[src/rtl/timer_sequencer_pkg.sv]
// Shared definitions for the GB timer sequencer.
// Register codes, FSM states and the TAC divider-bit table.
package timer_sequencer_pkg;

    localparam logic [15:0] SYS_RESET_DEF = 16'hD300;
    localparam int          PEND_W_DEF    = 4;

    localparam logic [3:0] REG_DIV  = 4'd4;
    localparam logic [3:0] REG_TIMA = 4'd5;
    localparam logic [3:0] REG_TMA  = 4'd6;
    localparam logic [3:0] REG_TAC  = 4'd7;

    typedef enum logic [1:0] {
        IDLE,
        STEP,
        OVF,
        RELOAD
    } state_t;

    function automatic logic [3:0] tac_bit(input logic [1:0] sel);
        logic [3:0] b;
        unique case (sel)
            2'b00:   b = 4'd9;
            2'b01:   b = 4'd3;
            2'b10:   b = 4'd5;
            default: b = 4'd7;
        endcase
        return b;
    endfunction

endpackage

[src/rtl/timer_sequencer_if.sv]
// CPU/register-file side bundle of the timer sequencer.
// The master drives instruction reports and MCU writes.
interface timer_sequencer_if;

    logic       iEof;
    logic [2:0] iMcycles;
    logic       iMcuWe;
    logic [3:0] iMcuRegSelect;
    logic [7:0] iMcuWriteData;
    logic [7:0] oDiv;
    logic [7:0] oTima;
    logic [7:0] oModulo;
    logic [7:0] oTac;
    logic       oInterrupt0x50;
    logic       oBusy;

    modport master (
        output iEof, iMcycles, iMcuWe, iMcuRegSelect, iMcuWriteData,
        input  oDiv, oTima, oModulo, oTac, oInterrupt0x50, oBusy
    );

    modport slave (
        input  iEof, iMcycles, iMcuWe, iMcuRegSelect, iMcuWriteData,
        output oDiv, oTima, oModulo, oTac, oInterrupt0x50, oBusy
    );

endinterface

[src/rtl/timer_sequencer_tick_detect.sv]
// Falling-edge detector on the TAC-selected, enabled counter bit.
// Fed with next-cycle values so writes and steps are both seen.
module timer_tick_detect
    import timer_sequencer_pkg::*;
(
    input  logic        clk,
    input  logic        rst_n,
    input  logic [15:0] sys,
    input  logic [2:0]  tac,
    output logic        tick
);

    logic level;
    logic level_q;

    always_comb begin
        level = tac[2] & sys[tac_bit(tac[1:0])];
    end

    always_ff @(posedge clk or negedge rst_n) begin
        if (!rst_n) begin
            level_q <= 1'b0;
        end else begin
            level_q <= level;
        end
    end

    assign tick = level_q & ~level;

endmodule

[src/rtl/timer_sequencer.sv]
// Replays reported M-cycles against the system counter and
// runs the TIMA overflow / reload sequence with MCU write arbitration.
module timer_sequencer
    import timer_sequencer_pkg::*;
#(
    parameter logic [15:0] SYS_RESET = SYS_RESET_DEF,
    parameter int          PEND_W    = PEND_W_DEF
) (
    input  logic             iClock,
    input  logic             iReset,
    timer_sequencer_if.slave bus
);

    localparam int                SUM_W    = PEND_W + 3;
    localparam logic [PEND_W-1:0] PEND_MAX = '1;

    state_t            state_q, state_d, run_state;
    logic [15:0]       sys_q, sys_d;
    logic [7:0]        tima_q, tima_d;
    logic [7:0]        tma_q, tma_d;
    logic [2:0]        tac_q, tac_d;
    logic [PEND_W-1:0] pend_q, pend_d;
    logic [SUM_W-1:0]  pend_sum;
    logic              irq_q, irq_d;
    logic [2:0]        eof_cnt;
    logic              wr_div, wr_tima, wr_tma, wr_tac;
    logic              step, tick;

    always_comb begin
        wr_div  = 1'b0;
        wr_tima = 1'b0;
        wr_tma  = 1'b0;
        wr_tac  = 1'b0;
        if (bus.iMcuWe) begin
            unique case (bus.iMcuRegSelect)
                REG_DIV:  wr_div  = 1'b1;
                REG_TIMA: wr_tima = 1'b1;
                REG_TMA:  wr_tma  = 1'b1;
                REG_TAC:  wr_tac  = 1'b1;
                default:  ;
            endcase
        end
    end

    // No step is taken in the RELOAD clock; new work just accumulates.
    always_comb begin
        eof_cnt = bus.iEof ? bus.iMcycles : 3'd0;
        step    = (state_q != RELOAD) &&
                  ((pend_q != '0) || (eof_cnt != 3'd0));
        sys_d   = sys_q;
        if (wr_div) begin
            sys_d = 16'h0000;
        end else if (step) begin
            sys_d = sys_q + 16'd4;
        end
        tac_d    = wr_tac ? bus.iMcuWriteData[2:0] : tac_q;
        tma_d    = wr_tma ? bus.iMcuWriteData : tma_q;
        pend_sum = SUM_W'(pend_q) + SUM_W'(eof_cnt) - SUM_W'(step);
        pend_d   = (pend_sum > SUM_W'(PEND_MAX)) ?
                   PEND_MAX : pend_sum[PEND_W-1:0];
        run_state = (pend_d != '0) ? STEP : IDLE;
    end

    timer_tick_detect u_tick (
        .clk   (iClock),
        .rst_n (iReset),
        .sys   (sys_d),
        .tac   (tac_d),
        .tick  (tick)
    );

    always_comb begin
        state_d = run_state;
        tima_d  = tima_q;
        irq_d   = 1'b0;
        unique case (state_q)
            OVF: begin
                if (wr_tima) begin
                    tima_d = bus.iMcuWriteData;
                end else if (step) begin
                    tima_d  = tma_d;
                    irq_d   = 1'b1;
                    state_d = RELOAD;
                end else begin
                    state_d = OVF;
                end
            end
            RELOAD: begin
                if (tick) begin
                    tima_d = tima_q + 8'd1;
                    if (tima_q == 8'hFF) state_d = OVF;
                end
            end
            default: begin
                if (wr_tima) begin
                    tima_d = bus.iMcuWriteData;
                end else if (tick) begin
                    tima_d = tima_q + 8'd1;
                    if (tima_q == 8'hFF) state_d = OVF;
                end
            end
        endcase
    end

    always_ff @(posedge iClock or negedge iReset) begin
        if (!iReset) begin
            state_q <= IDLE;
            sys_q   <= SYS_RESET;
            tima_q  <= 8'h00;
            tma_q   <= 8'h00;
            tac_q   <= 3'b000;
            pend_q  <= '0;
            irq_q   <= 1'b0;
        end else begin
            state_q <= state_d;
            sys_q   <= sys_d;
            tima_q  <= tima_d;
            tma_q   <= tma_d;
            tac_q   <= tac_d;
            pend_q  <= pend_d;
            irq_q   <= irq_d;
        end
    end

    assign bus.oDiv           = sys_q[15:8];
    assign bus.oTima          = tima_q;
    assign bus.oModulo        = tma_q;
    assign bus.oTac           = {5'b11111, tac_q};
    assign bus.oInterrupt0x50 = irq_q;
    assign bus.oBusy          = (pend_q != '0) |
                                ((eof_cnt != 3'd0) & iReset);

endmodule
[src/flat_wrapper.sv]
// flat-port wrapper written by rule: the top's interface ports become plain ports
module timer_sequencer_flat import timer_sequencer_pkg::*;
#(
    parameter logic [15:0] SYS_RESET = SYS_RESET_DEF,
    parameter int          PEND_W    = PEND_W_DEF
)
  (iClock, iReset, bus_iEof, bus_iMcycles, bus_iMcuWe, bus_iMcuRegSelect, bus_iMcuWriteData, bus_oDiv, bus_oTima, bus_oModulo, bus_oTac, bus_oInterrupt0x50, bus_oBusy);
  timer_sequencer_if bus_i ();
  input  logic iClock;
  input  logic iReset;
  input wire logic [$bits(bus_i.iEof)-1:0] bus_iEof;
  input wire logic [$bits(bus_i.iMcycles)-1:0] bus_iMcycles;
  input wire logic [$bits(bus_i.iMcuWe)-1:0] bus_iMcuWe;
  input wire logic [$bits(bus_i.iMcuRegSelect)-1:0] bus_iMcuRegSelect;
  input wire logic [$bits(bus_i.iMcuWriteData)-1:0] bus_iMcuWriteData;
  output wire logic [$bits(bus_i.oDiv)-1:0] bus_oDiv;
  output wire logic [$bits(bus_i.oTima)-1:0] bus_oTima;
  output wire logic [$bits(bus_i.oModulo)-1:0] bus_oModulo;
  output wire logic [$bits(bus_i.oTac)-1:0] bus_oTac;
  output wire logic [$bits(bus_i.oInterrupt0x50)-1:0] bus_oInterrupt0x50;
  output wire logic [$bits(bus_i.oBusy)-1:0] bus_oBusy;
  assign bus_i.iEof = bus_iEof;
  assign bus_i.iMcycles = bus_iMcycles;
  assign bus_i.iMcuWe = bus_iMcuWe;
  assign bus_i.iMcuRegSelect = bus_iMcuRegSelect;
  assign bus_i.iMcuWriteData = bus_iMcuWriteData;
  assign bus_oDiv = bus_i.oDiv;
  assign bus_oTima = bus_i.oTima;
  assign bus_oModulo = bus_i.oModulo;
  assign bus_oTac = bus_i.oTac;
  assign bus_oInterrupt0x50 = bus_i.oInterrupt0x50;
  assign bus_oBusy = bus_i.oBusy;
  timer_sequencer #(.SYS_RESET(SYS_RESET), .PEND_W(PEND_W)) u_core (.iClock(iClock), .iReset(iReset), .bus(bus_i));
endmodule
[config.mk]
export PLATFORM = sky130hd
export DESIGN_NAME = timer_sequencer_flat
export DESIGN_NICKNAME = d
export VERILOG_FILES = /design/src/rtl/timer_sequencer_pkg.sv /design/src/rtl/timer_sequencer_if.sv /design/src/rtl/timer_sequencer_tick_detect.sv /design/src/rtl/timer_sequencer.sv /design/src/flat_wrapper.sv
export SDC_FILE = /design/constraint.sdc
export NUM_CORES = 1
export LEC_CHECK = 0
export CORE_MARGIN = 5
export CORE_UTILIZATION = 30
export DETAILED_ROUTE_END_ITERATION = 12
export GPL_TIMING_DRIVEN = 1
export PLACE_DENSITY_LB_ADDON = 0.1
export SETUP_SLACK_MARGIN = 0.15
export SLEW_MARGIN = 40
export SYNTH_ARGS = -nofsm -noshare
export SYNTH_HDL_FRONTEND = slang
export SYNTH_SLANG_ARGS = --single-unit
[constraint.sdc]
create_clock -name iClock -period 4.4 [get_ports iClock]
set_input_delay 0.66 -clock iClock [delete_from_list [all_inputs] [get_ports iClock]]
set_output_delay 0.66 -clock iClock [all_outputs]
set_load 0.01 [all_outputs]
Yosys cells after proc, flatten, opt, wreduce, memory -nomap -nowiden
Cells that the tools add are included.

Register bits after elaboration: 43. Bits in latches: 0. RAM bits: 0. Memory bits (read-only): 0. Bits of input ports: 19. Output and inout port bits: 34. Memories: 0.

Add/sub/neg operators: 4. Multipliers: 0. Div/mod/pow operators: 0. Order comparisons: 2. Eq/ne operators: 11. Shift operators: 0. Mux-type cells: 32. Bitwise logic cells: 5. Reduce and logical (&&, ||, !) cells: 6.

Operator list (number): $mux W8 (5); $mux W16 (2); $add A16 B3 Y16 const B (1); $eq A4 B3 Y1 const B (4); $pmux W8 S2 (1); $mux W1 (14); $pmux W4 S3 (1); $add A8 B1 Y8 const B (1); $eq A8 B8 Y1 const B (1); $mux W2 (4); $reduce_bool A4 Y1 (2); $gt A7 B4 Y1 const B (1); $sub A7 B1 Y7 (1); $eq A2 B2 Y1 const B (3); $mux W3 (2); $add A4 B3 Y5 (1); $lt A4 B5 Y1 const B (1); $bmux W1 S4 (1); $mux W4 (1); $pmux W2 S2 (1); $and A1 B1 Y1 (3); $ne A3 B1 Y1 const B (1); $reduce_bool A3 Y1 (1); $eq A2 B1 Y1 const B (1); other kinds (6) (6).

Logic depth before layout (Yosys ltp)
Gate-level depths: netlist of the first run.

Depth after elaboration: 14. Depth in mapped cells: 11. Gate-level depth less buffers: 11.

Hierarchy
Synthesis of the first run repeated with hierarchy kept, for this count alone.

Cells, all modules: 266. Area total of the unflattened synthesis: 2603.7 µm².

By module, submodules not included: timer_sequencer (instances 1, cells an instance 262, area an instance 2542.4 µm², sequential area each 1057.3 µm²); timer_tick_detect (instances 1, cells an instance 4, area an instance 61.3 µm², sequential area each 25.0 µm²).

Worst setup path after synthesis of the first run
Ideal clock, no wire load.

Kind: input -> register. Start: input bus_iEof. End: register u_core.state_q[0]. Arrival time: 2.829 ns. Data required time: 4.271 ns. Path slack: 1.442 ns. Cell stages on the path: 10. Path buffers: 0. Path through: and2_1 > ha_1 > fa_1 > inv_1 > ha_1 > or3b_2 > a31oi_1 > nand4_1 > nor2b_1 > o2bb2ai_1.

Cells in the longest elaborated chain, start to end: 14. Elaborated cells between the ends (all ways): 23. Classes of those cells: add/sub: 2; order compare: 1; mux: 13; bitwise: 3; reduce/logical: 4.

RTL lines: start: declaration (RTL line flat_wrapper.sv:11) `input wire logic [$bits(bus_i.iEof)-1:0] bus_iEof;`; $mux W3 * (RTL line timer_sequencer.sv:47) `eof_cnt = bus.iEof ? bus.iMcycles : 3'd0;`; branches (longest 12 deep; another with $sub A7 B1 Y7); $pmux W2 S2 * (RTL line timer_sequencer.sv:76) `unique case (state_q)`; via u_core.state_d[0] (RTL line timer_sequencer.sv:17) `state_t state_q, state_d, run_state;`; end signal: assignment (RTL line timer_sequencer.sv:115) `state_q <= state_d;`; end: declaration (RTL line timer_sequencer.sv:17).

Mark *: on every way through the listed nets, which the timed path passes. The select of a mux whose other input is x is not followed. A chain may end at the register's enable or synchronous reset.

Final worst setup path of the first run
Ends and elaborated chain as after synthesis.

==> flow_summary.yaml, run 1 <==
detailed_routing:
  vias_per_cell: 5.36
  first_iter_violations: 57
  ant_nets: 0
  wl_per_cell_um: 16.8
  drc_errors: 0
  first_pass_iters: 6
  vias: 2455
  drt-total-wl_mm: 7.70
placed_design:
  hpwl_mm: 5.71
  place.gp.congestion: 0.827
  dp_cells: 450
  port_buffers: 47
floorplanning:
  initial_core_util_pct: 30.6
  io_pins: 53
  die-area_um2: 11400
  rows: 35
  dieWidth_um: 107
  fp.dieH_um: 107
  core_um2: 9200
worst_setup_path:
  cp-start-kind: "input port"
  cp-startpoint: "bus_iEof"
  crit_type: "in2reg"
  critPathCaptureType: "flip-flop"
  arrival_ps: 3650
  worst-path-max-fanout: 6
  r2r_end: "u_core.state_q[0]"
  ff2ff_setup_slack_ps: 1510
  ff2ff_path_depth: 9
  critical_path.endpoint: "u_core.state_q[0]"
  required_ps: 4580
  worstReg2RegStart: "u_core.state_q[0]"
clocking:
  cts.sinks: 41
  worstSkewPairLatency_ps: 290
  cts_buffers: 5
  cts_hold_buf: 0
  clock_path_buffers: 2
  clockRootBuffer: "clkbuf_8"
  htree_levels: 2
  cts_resized: 0
  cts_setup_buffers: 0
  path_clk_slew_ps: 80
  cts_tree: "built"
power_and_ir_drop:
  leakagePower_nw: 1.38
  sw_frac_of_total_pct: 39.8
  ir_drop_uv: 156
  p_comb_share_pct: 45.5
  seqPwrFrac_pct: 39.6
  p_per_area_nw_per_um2: 487
  clock_power_share_pct: 14.9
  p_int_mw: 1.00
  power.switching_uw: 663
min_path:
  hold_path_class: "in2async"
yosys:
  synth-seq-cells: 41
  synth-edff-count: 0
  ys_types: 68
  seq_area_frac_synth_pct: 36.7
  synth_top_flop_cell: "dfrtp_1"
  netlist_area_um2: 2820
  ys_async_sr_fraction_pct: 100
  syn_inst: 304
  postSynthAreaPerCell_um2: 9.26
  yosysWarnings: 0
cells_and_area:
  multi_input_area_um2: 1630
  seq_area_um2: 1030
  syn_to_final_growth_pct: 21.2
  stdcell_count: 458
  antenna_cells: 0
  fillers: 946
  layout.nets: 373
  drive_above_1_share_pct: 11.0
sta:
  max_freq_mhz: 288
  hold_violations: 0
  final_max_slew_viol_count: 0
  max_slew.worst_pin.slew_ps: 751
  slew_headroom_pct: 49.6
  hold_ws_ps: 458
  finalSetupViolCount: 0
  period_share_pct: 78.9
  rsz0062_at_grt: "false"
  fin_worst_skew_ps: 5.05
  period_needed_ps: 3470
  fin_tns_setup_ps: 0
global_routing:
  grt_pass1_vias: 2404
  grt-ovfl-total: 0
  grt_max_degree: 42
  grtUsageTotal_pct: 13.8
  grt_pass1_wl_mm: 12.4
  antenna_found_initial: 0
run_status:
  status: "finished, final reports clean"
job:
  max_cap_viol_count: 0
## cell usage in the layout, fill, tap and decap left out, drive strengths merged, types with 3 or more instances in the layout
cell and instances:
a211oi 6, a21boi 4, a21o 3, a21oi 20, a221oi 3, a31oi 9
and2 8, and3 7, and4 3, buf 5, clkbuf 6, clkdlybuf4s50 46
conb 5, dfrtp 36, dfstp 5, ha 7, inv 9, mux2 5
nand2 30, nand2b 4, nand3 16, nand4 6, nor2 19, nor2b 3
nor3 3, nor3b 3, o21a 4, o21ai 17, o221a 3, o22a 3
or3 4, xnor2 3, xor2 7
## layout make-up
type,instances,area share (%)
tap,111,4.07
clock inverter,2,0.293
timing repair buffer,51,14.5
clock buffer,6,2.13
sequential,41,30.2
multi-input combinational,238,47.8
inverter,9,0.989
## power by group through the flow
stage	Clock [mW]	Combinational (mW)	Sequential, mW
floorplan	0	0.502	0.646
global placement	0	0.758	0.665
detailed placement	0	0.762	0.662
CTS	0.263	0.766	0.658
global route	0.278	0.851	0.681
finish	0.248	0.756	0.659
## kinds of logic (layout without fill, tap and decap cells)
family	count (synthesis)	count (layout)	share of synthesized area [%]
buffers and inverters	29	68	5.95
multiplexers	6	6	2.35
AND/OR/NAND/NOR	117	117	22.7
XOR/XNOR	11	11	3.91
AO/OA/AOI/OAI	91	91	24.4
other	1	5	0.133
flip-flops	41	41	36.7
adder cells (fa/ha/maj)	8	8	3.82
## layer usage
metal / global-route usage [%] / vias up / routed length [um]
met2: 22.6 / 55 / 3680
met1: 18.6 / 1185 / 3610
met3: 2.95 / 7 / 343
met5: 0 / - / 0
met4: 3.01 / 0 / 70
li1: - / 1208 / -
## worst min path at each step
stage,endpoint,cells past startpoint
2_1_floorplan,u_core.bus.oInterrupt0x50,0
3_3_place_gp,u_core.sys_q[14],2
3_5_place_dp,u_core.sys_q[14],2
4_1_cts,u_core.sys_q[2],2
5_1_grt,u_core.sys_q[2],2
6_report,u_core.sys_q[2],2
## through the flow
step / power, mW / setup slack (ps) / instance area [um^2] / util, %
2_1_floorplan: 1.15 / 1440 / 2830 / -
3_3_place_gp: 1.42 / 672 / 3330 / 36.2
3_5_place_dp: 1.42 / 652 / 3330 / 36.2
4_1_cts: 1.69 / 931 / 3410 / 37.1
5_1_grt: 1.81 / 707 / 3410 / 37.1
6_report: 1.66 / 929 / 3410 / 37.1
## flip-flops by register name, summed over array words and instances, names as in the netlist
name	cells
u_core.sys_q	14
u_core.bus.oModulo	8
u_core.bus.oTima	8
u_core.pend_q	4
u_core.tac_q	3
u_core.state_q	2
u_core.bus.oInterrupt0x50	1
u_core.u_tick.level_q	1
## Yosys cell counts (all sizes together), types with 4 or more instances
master / number / area [um^2]
inv: 9 / 33.8
a21boi: 4 / 41.3
a211oi: 6 / 50.1
buf: 16 / 119
ha: 7 / 87.6
dfstp: 5 / 131
a21oi: 20 / 100
nand3: 16 / 80.1
o21ai: 17 / 85.1
nand4: 6 / 37.5
nand2: 30 / 113
and2: 8 / 50.1
mux2: 5 / 56.3
dfrtp: 36 / 901
or3: 4 / 25.0
xor2: 7 / 61.3
clkbuf: 4 / 15.0
nor2: 19 / 71.3
and3: 7 / 43.8
o21a: 4 / 30.0
a31oi: 9 / 56.3
nand2b: 4 / 25.0
## worst max-delay path, stage by stage
cell and delay (ps):
clkdlybuf4s50_1 530, and2_1 220, ha_1 200, fa_1 470, inv_1 90, ha_1 200
or3b_2 450, a31oi_1 350, nand4_1 170, nor2b_1 170, o2bb2ai_1 130
Power figures use the tool's default switching activity.
==> inputs of run 2 (changes only) <==
==> constraint.sdc (replaced) <==
create_clock -name iClock -period 2.93 [get_ports iClock]
set_input_delay 0.4395 -clock iClock [delete_from_list [all_inputs] [get_ports iClock]]
set_output_delay 0.4395 -clock iClock [all_outputs]
set_load 0.01 [all_outputs]
==> run 2 against run 1 <==
Global-route usage up 0.44 points; clock skew rose by 2.1 ps; wire length increased by 2.3%; first-iteration DRC count is 3.5% higher; non-clock buffer count rose by 35; design area rose by 9.7%; largest cell class unchanged; largest power group unchanged; highest routed layer unchanged.
==> flow_summary.yaml, run 2 (synthesis results as in run 1) <==
run_status:
  status: "finished, final reports clean"
detailed_routing:
  ant_nets: 0
  first_iter_violations: 59
  drt-total-wl_mm: 7.88
  first_pass_iters: 4
  vias_per_cell: 5.25
  wl_per_cell_um: 16.0
  drc_errors: 0
  vias: 2590
cells_and_area:
  layout_common_cells: "43 x clkdlybuf4s50_1, 39 x buf_4, 36 x dfrtp_1, 30 x nand2_1, 20 x a21oi_1"
  final_util_pct: 40.7
  layout_commonest_cell: "clkdlybuf4s50_1"
  antenna_cells: 0
  layout.nets: 408
  syn_to_final_growth_pct: 33.0
  drive_above_1_share_pct: 20.4
  largest_reg_flops: 14
  top_register: "u_core.sys_q"
  fin_area_um2: 3750
min_path:
  hold_path_class: "in2async"
power_and_ir_drop:
  ir_drop_uv: 279
  p_per_area_nw_per_um2: 755
  leakagePower_nw: 1.58
clocking:
  cts_hold_buf: 0
  clock_path_buffers: 2
  cts_buffers: 5
  path_clk_slew_ps: 80
  clockRootBuffer: "clkbuf_8"
  worstSkewPairLatency_ps: 290
  htree_levels: 2
  cts.sinks: 41
  cts_tree: "built"
global_routing:
  grtUsageTotal_pct: 14.2
  grt_max_degree: 42
  grt_pass1_wl_mm: 13.1
  grt_pass1_vias: 2669
  grt-ovfl-total: 0
  antenna_found_initial: 0
worst_setup_path:
  worstReg2RegStart: "u_core.pend_q[2]"
  crit_type: "in2reg"
  cp-startpoint: "bus_iEof"
  required_ps: 3110
  cp-start-kind: "input port"
  ff2ff_path_depth: 11
  critPathCaptureType: "flip-flop"
  arrival_ps: 2880
  ff2ff_setup_slack_ps: 320
  r2r_end: "u_core.state_q[0]"
  worst-path-max-fanout: 4
sta:
  max_freq_mhz: 369
  fin_worst_skew_ps: 7.13
  period_needed_ps: 2710
  slew_headroom_pct: 61.4
  finalSetupViolCount: 0
  max_slew.worst_pin.slew_ps: 579
  period_share_pct: 92.4
  hold_violations: 0
  rsz0062_at_grt: "true"
  fin_tns_setup_ps: 0
  final_max_slew_viol_count: 0
placed_design:
  hpwl_mm: 6.00
  port_buffers: 47
  place.gp.congestion: 0.794
  dpl_cell_area_um2: 3590
job:
  max_cap_viol_count: 0
floorplanning:
  core_um2: 9200
  io_pins: 53
  fp.dieH_um: 107
  rows: 35
  die-area_um2: 11400
  initial_core_util_pct: 30.6
  dieWidth_um: 107
==> run 2: cell count changes in the layout (fill, tap and decap cells not counted), sizes merged <==
cell           delta
bufinv            +1
buf              +35
clkinv            -2
dlygate4sd2       +2
clkbuf            +1
clkdlybuf4s50     -3
dlymetal6s2s      +1
==> run 2: how the worst max path moves through the flow <==
stage / endpoint / cells after the start
4_1_cts: u_core.state_q[0] / 10
6_report: u_core.state_q[0] / 11
3_5_place_dp: u_core.state_q[0] / 11
2_1_floorplan: u_core.state_q[0] / 10
5_1_grt: u_core.state_q[0] / 11
3_3_place_gp: u_core.state_q[0] / 11
==> run 2: area by class of cell <==
| cell class | instances | area, um^2 |
|---|---|---|
| Clock buffer | 7 | 86.3 |
| Clock inverter | 1 | 30.0 |
| Fill cell | 934 | 5450 |
| Inverter | 9 | 33.8 |
| Multi-Input combinational cell | 238 | 1670 |
| Sequential cell | 41 | 1030 |
| Tap cell | 111 | 139 |
| Timing Repair Buffer | 86 | 758 |
==> run 2: critical path, stage by stage <==
cell           delay, ps
dlygate4sd2_1        270
and2_1               150
ha_2                 180
fa_1                 500
inv_1                110
ha_2                 180
or3b_2               450
a31oi_2              200
nand4_1              130
nor2b_1              160
o2bb2ai_1            110
==> run 2: through the flow <==
stage / std cells / power, mW / worst slack (ps) / hold WS [ps]
after floorplan: 308 / 1.72 / 193 / 144
after global placement: 484 / 2.30 / -231 / 490
after detailed placement: 484 / 2.31 / -280 / 505
after CTS: 493 / 2.84 / 158 / 269
after global routing: 493 / 3.06 / 104 / 296
final: 493 / 2.83 / 222 / 236
==> run 2: where the power goes <==
part	total, mW	leakage [nW]	switching (mW)	internal [mW]
Clock	0.488	0.0585	0.209	0.278
Sequential	0.968	0.494	0.215	0.753
Combinational	1.37	1.03	0.629	0.745
==> run 2: per-layer routing <==
| layer | track usage (%) | routed length [um] | share of wire, % | vias to the layer above |
|---|---|---|---|---|
| met3 | 3.19 | 316 | 4.0 | 4 |
| li1 | - | - | - | 1272 |
| met1 | 18.7 | 3770 | 48 | 1260 |
| met2 | 23.7 | 3740 | 47 | 54 |
| met4 | 3.29 | 57 | 0.72 | 0 |
| met5 | 0 | 0 | 0 | - |
==> run 2: what timing repair did <==
action,in CTS,in global routing
setup buffers,1,0
endpoints found under the setup margin,5,10
cloned,0,0
resized for setup,5,4
pin swaps,4,2
